--- src/rtl/cmp2_cascade_seq_if.sv ---
// rtl/cmp2_cascade_seq_if.sv - digit input and word result handshake bundle for cmp2_cascade_seq
interface cmp2_cascade_seq_if #(
    parameter int DIGITS = 4
);
    localparam int CW = $clog2(DIGITS);

    logic          in_valid;
    logic          in_ready;
    logic          A_gt_B;
    logic          A_lt_B;
    logic          A_eq_B;
    logic          abort;
    logic [CW-1:0] digit_idx;
    logic          out_valid;
    logic          out_ready;
    logic          out_gt;
    logic          out_lt;
    logic          out_eq;
    logic          out_err;

    modport master (
        output in_valid, A_gt_B, A_lt_B, A_eq_B, abort, out_ready,
        input  in_ready, digit_idx, out_valid, out_gt, out_lt, out_eq, out_err
    );

    modport slave (
        input  in_valid, A_gt_B, A_lt_B, A_eq_B, abort, out_ready,
        output in_ready, digit_idx, out_valid, out_gt, out_lt, out_eq, out_err
    );
endinterface

--- src/rtl/cmp2_cascade_seq.sv ---
// rtl/cmp2_cascade_seq.sv - MSB-first sequential cascade of 2-bit comparator digit results
module cmp2_cascade_seq #(
    parameter int DIGITS = 4
) (
    input  logic               clk,
    input  logic               rst,
    cmp2_cascade_seq_if.slave  bus
);
    localparam int CW = $clog2(DIGITS);

    typedef enum logic {COLLECT, HOLD} state_t;
    typedef enum logic [1:0] {DEC_EQ, DEC_GT, DEC_LT} dec_t;

    state_t        state;
    dec_t          dec;
    dec_t          dec_next;
    logic          err;
    logic          err_next;
    logic          legal;
    logic          last;
    logic [CW-1:0] idx;
    logic          in_ready_q;
    logic          out_valid_q;
    logic          out_gt_q;
    logic          out_lt_q;
    logic          out_eq_q;
    logic          out_err_q;

    always_comb begin
        legal    = ({bus.A_gt_B, bus.A_lt_B, bus.A_eq_B} == 3'b100) ||
                   ({bus.A_gt_B, bus.A_lt_B, bus.A_eq_B} == 3'b010) ||
                   ({bus.A_gt_B, bus.A_lt_B, bus.A_eq_B} == 3'b001);
        err_next = err | ~legal;
        last     = (idx == CW'(DIGITS - 1));
        dec_next = dec;
        // The first non-equal digit, most significant first, settles the word
        if (dec == DEC_EQ) begin
            if (bus.A_gt_B)      dec_next = DEC_GT;
            else if (bus.A_lt_B) dec_next = DEC_LT;
        end
    end

    always_ff @(posedge clk or posedge rst) begin
        if (rst) begin
            state       <= COLLECT;
            dec         <= DEC_EQ;
            err         <= 1'b0;
            idx         <= '0;
            in_ready_q  <= 1'b1;
            out_valid_q <= 1'b0;
            out_gt_q    <= 1'b0;
            out_lt_q    <= 1'b0;
            out_eq_q    <= 1'b0;
            out_err_q   <= 1'b0;
        end else begin
            case (state)
                COLLECT: begin
                    if (bus.abort) begin
                        idx <= '0;
                        dec <= DEC_EQ;
                        err <= 1'b0;
                    end else if (bus.in_valid) begin
                        if (last) begin
                            state       <= HOLD;
                            idx         <= '0;
                            dec         <= DEC_EQ;
                            err         <= 1'b0;
                            in_ready_q  <= 1'b0;
                            out_valid_q <= 1'b1;
                            out_err_q   <= err_next;
                            out_gt_q    <= !err_next && (dec_next == DEC_GT);
                            out_lt_q    <= !err_next && (dec_next == DEC_LT);
                            out_eq_q    <= !err_next && (dec_next == DEC_EQ);
                        end else begin
                            idx <= idx + CW'(1);
                            dec <= dec_next;
                            err <= err_next;
                        end
                    end
                end
                HOLD: begin
                    // in_ready rises only after the result leaves, so no digit is taken on the release cycle
                    if (bus.out_ready) begin
                        state       <= COLLECT;
                        in_ready_q  <= 1'b1;
                        out_valid_q <= 1'b0;
                        out_gt_q    <= 1'b0;
                        out_lt_q    <= 1'b0;
                        out_eq_q    <= 1'b0;
                        out_err_q   <= 1'b0;
                    end
                end
                default: state <= COLLECT;
            endcase
        end
    end

    assign bus.in_ready  = in_ready_q;
    assign bus.digit_idx = idx;
    assign bus.out_valid = out_valid_q;
    assign bus.out_gt    = out_gt_q;
    assign bus.out_lt    = out_lt_q;
    assign bus.out_eq    = out_eq_q;
    assign bus.out_err   = out_err_q;
endmodule

--- src/flat_wrapper.sv ---
// flat-port wrapper written by rule: the top's interface ports become plain ports
module cmp2_cascade_seq_flat 
#(
    parameter int DIGITS = 4
)
  (clk, rst, bus_in_valid, bus_A_gt_B, bus_A_lt_B, bus_A_eq_B, bus_abort, bus_out_ready, bus_in_ready, bus_digit_idx, bus_out_valid, bus_out_gt, bus_out_lt, bus_out_eq, bus_out_err);
  cmp2_cascade_seq_if #(.DIGITS(DIGITS)) bus_i ();
  input  logic clk;
  input  logic rst;
  input wire logic [$bits(bus_i.in_valid)-1:0] bus_in_valid;
  input wire logic [$bits(bus_i.A_gt_B)-1:0] bus_A_gt_B;
  input wire logic [$bits(bus_i.A_lt_B)-1:0] bus_A_lt_B;
  input wire logic [$bits(bus_i.A_eq_B)-1:0] bus_A_eq_B;
  input wire logic [$bits(bus_i.abort)-1:0] bus_abort;
  input wire logic [$bits(bus_i.out_ready)-1:0] bus_out_ready;
  output wire logic [$bits(bus_i.in_ready)-1:0] bus_in_ready;
  output wire logic [$bits(bus_i.digit_idx)-1:0] bus_digit_idx;
  output wire logic [$bits(bus_i.out_valid)-1:0] bus_out_valid;
  output wire logic [$bits(bus_i.out_gt)-1:0] bus_out_gt;
  output wire logic [$bits(bus_i.out_lt)-1:0] bus_out_lt;
  output wire logic [$bits(bus_i.out_eq)-1:0] bus_out_eq;
  output wire logic [$bits(bus_i.out_err)-1:0] bus_out_err;
  assign bus_i.in_valid = bus_in_valid;
  assign bus_i.A_gt_B = bus_A_gt_B;
  assign bus_i.A_lt_B = bus_A_lt_B;
  assign bus_i.A_eq_B = bus_A_eq_B;
  assign bus_i.abort = bus_abort;
  assign bus_i.out_ready = bus_out_ready;
  assign bus_in_ready = bus_i.in_ready;
  assign bus_digit_idx = bus_i.digit_idx;
  assign bus_out_valid = bus_i.out_valid;
  assign bus_out_gt = bus_i.out_gt;
  assign bus_out_lt = bus_i.out_lt;
  assign bus_out_eq = bus_i.out_eq;
  assign bus_out_err = bus_i.out_err;
  cmp2_cascade_seq #(.DIGITS(DIGITS)) u_core (.clk(clk), .rst(rst), .bus(bus_i));
endmodule
--- config.mk ---
export PLATFORM = sky130hd
export DESIGN_NAME = cmp2_cascade_seq_flat
export DESIGN_NICKNAME = d
export VERILOG_FILES = /design/src/rtl/cmp2_cascade_seq_if.sv /design/src/rtl/cmp2_cascade_seq.sv /design/src/flat_wrapper.sv
export SDC_FILE = /design/constraint.sdc
export NUM_CORES = 1
export LEC_CHECK = 0
export BUFFER_PORTS_ARGS = -buffer_cell sky130_fd_sc_hd__clkbuf_2
export CORE_MARGIN = 8
export CORE_UTILIZATION = 41
export CTS_CLUSTER_DIAMETER = 120
export DETAILED_ROUTE_END_ITERATION = 12
export GPL_TIMING_DRIVEN = 0
export RECOVER_POWER = 100
export SETUP_SLACK_MARGIN = 0.15
export SLEW_MARGIN = 20
export SYNTH_ARGS = -nofsm -noshare
export SYNTH_HDL_FRONTEND = slang
export SYNTH_SLANG_ARGS = --single-unit
--- constraint.sdc ---
create_clock -name clk -period 3.4 [get_ports clk]
set_input_delay 0.51 -clock clk [delete_from_list [all_inputs] [get_ports clk]]
set_output_delay 0.51 -clock clk [all_outputs]
set_load 0.005 [all_outputs]
# [Word-level counts from Yosys, hierarchy flattened]
# Cells that the tools add are included.
[totals] reg_bits=12 input_bits=8 word_cells=78
[op_classes] mux=43 n_reduce_logical=11 n_addsub=1 n_eq_ne=10 n_bitwise=3
[ops] operator="1-bit 2-to-1 mux" n=27
[ops] operator="2-bit 2-to-1 mux" n=9
[ops] operator="1-bit one-hot mux with 2 select lines" n=7
[ops] operator="2-bit inequality test (second input constant)" n=3
[ops] operator="2-bit == test (second input constant)" n=2
[ops] operator="2-bit zero test" n=2
[ops] operator="4-bit AND reduction" n=1
[ops] operator="3-bit by 1-bit == test with 1-bit output (second input constant)" n=1
[ops] operator="3-bit by 2-bit == test with 1-bit output (second input constant)" n=1
[ops] operator="3-bit == test (second input constant)" n=1
[ops] operator="1-bit logical AND" n=3
[ops] operator="2-bit by 1-bit adder with 2-bit output (second input constant)" n=1
[ops] operator="2-bit by 1-bit == test with 1-bit output (second input constant)" n=1
[ops] operator="1-bit logical OR" n=2
[ops] operator="2-bit by 1-bit inequality test with 1-bit output (second input constant)" n=1
[ops] operator="1-bit inverter" n=2
[ops] operator="2-bit AND reduction" n=1
[ops] operator="2-bit nonzero test" n=1
[ops] operator="1-bit zero test" n=1
[ops] operator="1-bit OR" n=1

# [Logic depth before layout (Yosys ltp)]
[depth] word_depth=11 ltp_mapped=5 depth_no_buf=4

# [Worst setup path before layout]
# OpenSTA, ideal clock, no wires.
[synth_timing] kind="register to register" startpoint="register u_core.idx[0], in the netlist u_core.bus.digit_idx[0]" endpoint="register u_core.out_err_q, in the netlist u_core.bus.out_err" required_ns=3.280 n_path_buf=1 period_less_slack_ns=1.298 slack_ns=2.102 stages_incl_launch_ff=6 t_arrival_ns=1.177 cell_sequence="dfrtp_1 -> ha_1 -> nand4bb_1 -> buf_2 -> and3_1 -> a41o_1"
[synth_between] elab_chain_len=3
[synth_lines] element="start, declared" line_no="cmp2_cascade_seq.sv:21" text="logic [CW-1:0] idx;"
[synth_lines] element="start signal, assigned" line_no="cmp2_cascade_seq.sv:75" text="idx <= idx + CW'(1);"
[synth_lines] element="2-bit == test" line_no="cmp2_cascade_seq.sv:34" text="last = (idx == CW'(DIGITS - 1));"
[synth_lines] element="2-bit by 1-bit inequality test with 1-bit output (no line)"
[synth_lines] element="4-bit AND reduction (no line)"
[synth_lines] element="end signal, assigned" line_no="cmp2_cascade_seq.sv:70" text="out_err_q <= err_next;"
[synth_lines] element="end, declared" line_no="cmp2_cascade_seq.sv:27" text="logic out_err_q;"
# Every way passes these cells.
# A chain may end at the register's enable or synchronous reset.

# [Worst setup path in the final report]
# Same ends and word-level chain as after synthesis.

==> results by group <==
Status
  • Status: completed

Floorplan
  • Die X: 53.9 um
  • Die Span Y: 53.9 um
  • Total die area: 0.00291 mm^2
  • I/O pin cnt: 16
  • Initial Utilization: 0.447
  • Core area: 0.00132 mm^2
  • Rows: 13

Yosys
  • Post-Syn Area per Cell: 10.7 um^2
  • Post-synthesis sequential area ratio: 0.512
  • Synthesized flop and latch total: 12
  • Synthesized area: 589 um^2
  • Yosys warning count: 0
  • Cells after synthesis: 55
  • Syn Nets: 64
  • Netlist cell types: 26

Finish
  • Area Overhead vs Synth: 18.3%
  • Most common cell after layout, fill and taps aside: dfrtp_1
  • Most frequent cells in the layout: dfrtp_1, clkbuf_2, inv_1
  • Ant. Diodes: 0
  • Layout cell share with drive strength beyond 1: 0.230
  • Fillcell total: 143
  • Nets: 84

CTS
  • Clk slew on worst S/H paths: 0.08 ns
  • CTS Sinks: 12
  • Clk buf depth: 2
  • Cts hold-fix bufs: 0
  • Setup Buffers After CTS: 0
  • Number of buffers created by CTS: 3
  • Clk_lat worst skew: 0.27 ns
  • CTS H-tree lvls: 1
  • CTS tree: done
  • Root Buffer: clkbuf_4
  • Resized Gates After CTS: 0

Pwr
  • Leakage: 0.346 nW
  • Comb power frac: 0.173
  • Cell Int Power: 0.256 mW
  • Peak supply drop: 0.356 mV
  • Total power: 0.346 mW
  • Sequential group share of total power: 0.501
  • P_sw: 0.0900 mW
  • Clock share of power: 0.326
  • Sw frac: 0.260
  • Pwr dens: 496 mW/mm^2

STA
  • Final setup fails: 0
  • Max Freq: 0.691 GHz
  • Tcrit/Tclk final: 0.425
  • WHS: 0.215 ns
  • Final Skew: 0.00976 ns
  • Min Tclk post-route: 1.45 ns
  • RSZ-0062 raised after global routing: no
  • Worst-Margin Slew: 0.474 ns
  • Fin. Hold Viols: 0
  • Max transition margin: 0.684
  • Fin Setup TNS: 0 ns
  • Slew Limit Fails: 0

GRT
  • Vias in the first global route: 455
  • GRT overflow: 0
  • Initial antenna violation count: 0
  • Largest net degree at the start of global routing: 13
  • First-pass GRT wire length: 2040 um
  • Tot GR Track Use: 0.0938

Worst hold path
  • Worst min-delay path category: input port to async pin

Drt
  • DR WL met2: 537 um
  • Post-route DRC violation count: 0
  • 1st-pass router iterations: 4
  • WL met1: 597 um
  • Uppermost routed layer: met3
  • Via density: 5.45
  • DRT iter0 DRCs: 11
  • ANT nets after route: 0
  • Final WL: 1220 um
  • Met3 routed WL: 83 um
  • DR vias: 485
  • Wire per inst: 13.7 um

Worst setup path
  • CP Launch Point: u_core.bus.digit_idx[0]
  • Startpoint Class: flip-flop
  • CP arrival: 1.60 ns
  • Critical path class: flip-flop to flip-flop
  • FF-to-FF Start: u_core.bus.digit_idx[0]
  • Worst path required time: 3.56 ns
  • R2R setup slack: 1.95 ns
  • Critical-path maximum fanout: 10
  • R2r worst-path depth: 5
  • FF-to-FF End: u_core.bus.out_err
  • Worst Setup EP: u_core.bus.out_err
  • Crit end category: flip-flop

Job
  • Number of max-cap violations: 0

Place
  • Hpwl dp: 940 um
  • RePlAce Congestion: 0.765
  • I/O Buffers: 15
==> how the worst min path moves through the flow <==
stage,from,to,depth (start not counted)
finish,rst,u_core.bus.out_valid,2
floorplan,rst,u_core.bus.digit_idx[0],1
global placement,u_core.bus.in_ready,u_core.bus.in_ready,2
CTS,rst,u_core.bus.out_valid,2
global route,rst,u_core.bus.out_valid,2
detailed placement,u_core.bus.in_ready,u_core.bus.in_ready,2
==> sequential cells by signal, summed over array words and instances, names as in the netlist <==
signal / count
u_core.bus.digit_idx: 2
u_core.bus.out_valid: 1
u_core.bus.out_err: 1
u_core.bus.out_lt: 1
u_core.bus.out_eq: 1
u_core.err: 1
u_core.bus.in_ready: 1
u_core.dec: 2
u_core.bus.out_gt: 1
u_core.state: 1
==> synth_stat cells, drive strengths merged <==
master / count / share of area
inv: 7 / 0.045
nor3b: 1 / 0.013
a31oi: 1 / 0.011
nand2: 5 / 0.032
a31o: 1 / 0.015
nand4: 1 / 0.011
o41ai: 2 / 0.055
nand4bb: 1 / 0.019
buf: 1 / 0.0085
a21boi: 1 / 0.013
mux2: 1 / 0.019
dfstp: 1 / 0.045
a22o: 1 / 0.017
nand3: 3 / 0.025
a41o: 1 / 0.017
o21ai: 5 / 0.042
o211ai: 1 / 0.021
a21oi: 1 / 0.0085
xor2: 1 / 0.015
nor2b: 1 / 0.011
dfrtp: 11 / 0.47
o31ai: 1 / 0.013
a32o: 2 / 0.034
nor2: 2 / 0.013
and3: 1 / 0.011
ha: 1 / 0.021
==> metal layers <==
layer | vias to the layer above | track usage
li1 | 243 | -
met1 | 231 | 0.111
met2 | 11 | 0.147
met3 | 0 | 0.0551
met4 | 0 | 0.0126
met5 | - | 0
==> critical path, stage by stage (launching register included) <==
cell	delay, ns
dfrtp_1	0.37
ha_1	0.22
nand4bb_1	0.11
clkbuf_1	0.21
and3_1	0.22
a41o_1	0.20
==> final cells by class <==
| class | instances | area (um^2) | area share |
|---|---|---|---|
| Buffer | 1 | 3.75 | 0.00539 |
| Clock buffer | 4 | 36.3 | 0.0521 |
| Tap cell | 15 | 18.8 | 0.0269 |
| Multi-Input combinational cell | 35 | 241 | 0.346 |
| Timing Repair Buffer | 15 | 68.8 | 0.0987 |
| Sequential cell | 12 | 302 | 0.433 |
| Inverter | 7 | 26.3 | 0.0377 |
==> logic make-up (layout without fill, tap and decap cells) <==
kind of cell | Yosys count | after routing | share of synthesized area
multiplexers | 1 | 1 | 0.0191
flip-flops | 12 | 12 | 0.512
XOR/XNOR | 1 | 1 | 0.0149
AO/OA/AOI/OAI | 17 | 17 | 0.246
buffers and inverters | 8 | 27 | 0.0531
AND/OR/NAND/NOR | 15 | 15 | 0.134
adder cells (fa/ha/maj) | 1 | 1 | 0.0212
==> power by group through the flow <==
stage	clock, mW	sequential (mW)	combinational (mW)
2_1_floorplan	0	0.178	0.0352
3_3_place_gp	0	0.177	0.0658
3_5_place_dp	0	0.177	0.0660
4_1_cts	0.116	0.175	0.0659
5_1_grt	0.121	0.176	0.0695
6_report	0.113	0.173	0.0597
==> through the flow <==
stage	worst slack (ns)	utilization	cells	cell area, um^2
2_1_floorplan	2.10	-	55	589
3_3_place_gp	1.91	0.519	85	683
3_5_place_dp	1.90	0.519	85	683
4_1_cts	1.97	0.546	89	719
5_1_grt	1.85	0.529	89	697
6_report	1.95	0.529	89	697
Note: power is estimated with default switching activity, not from simulation.
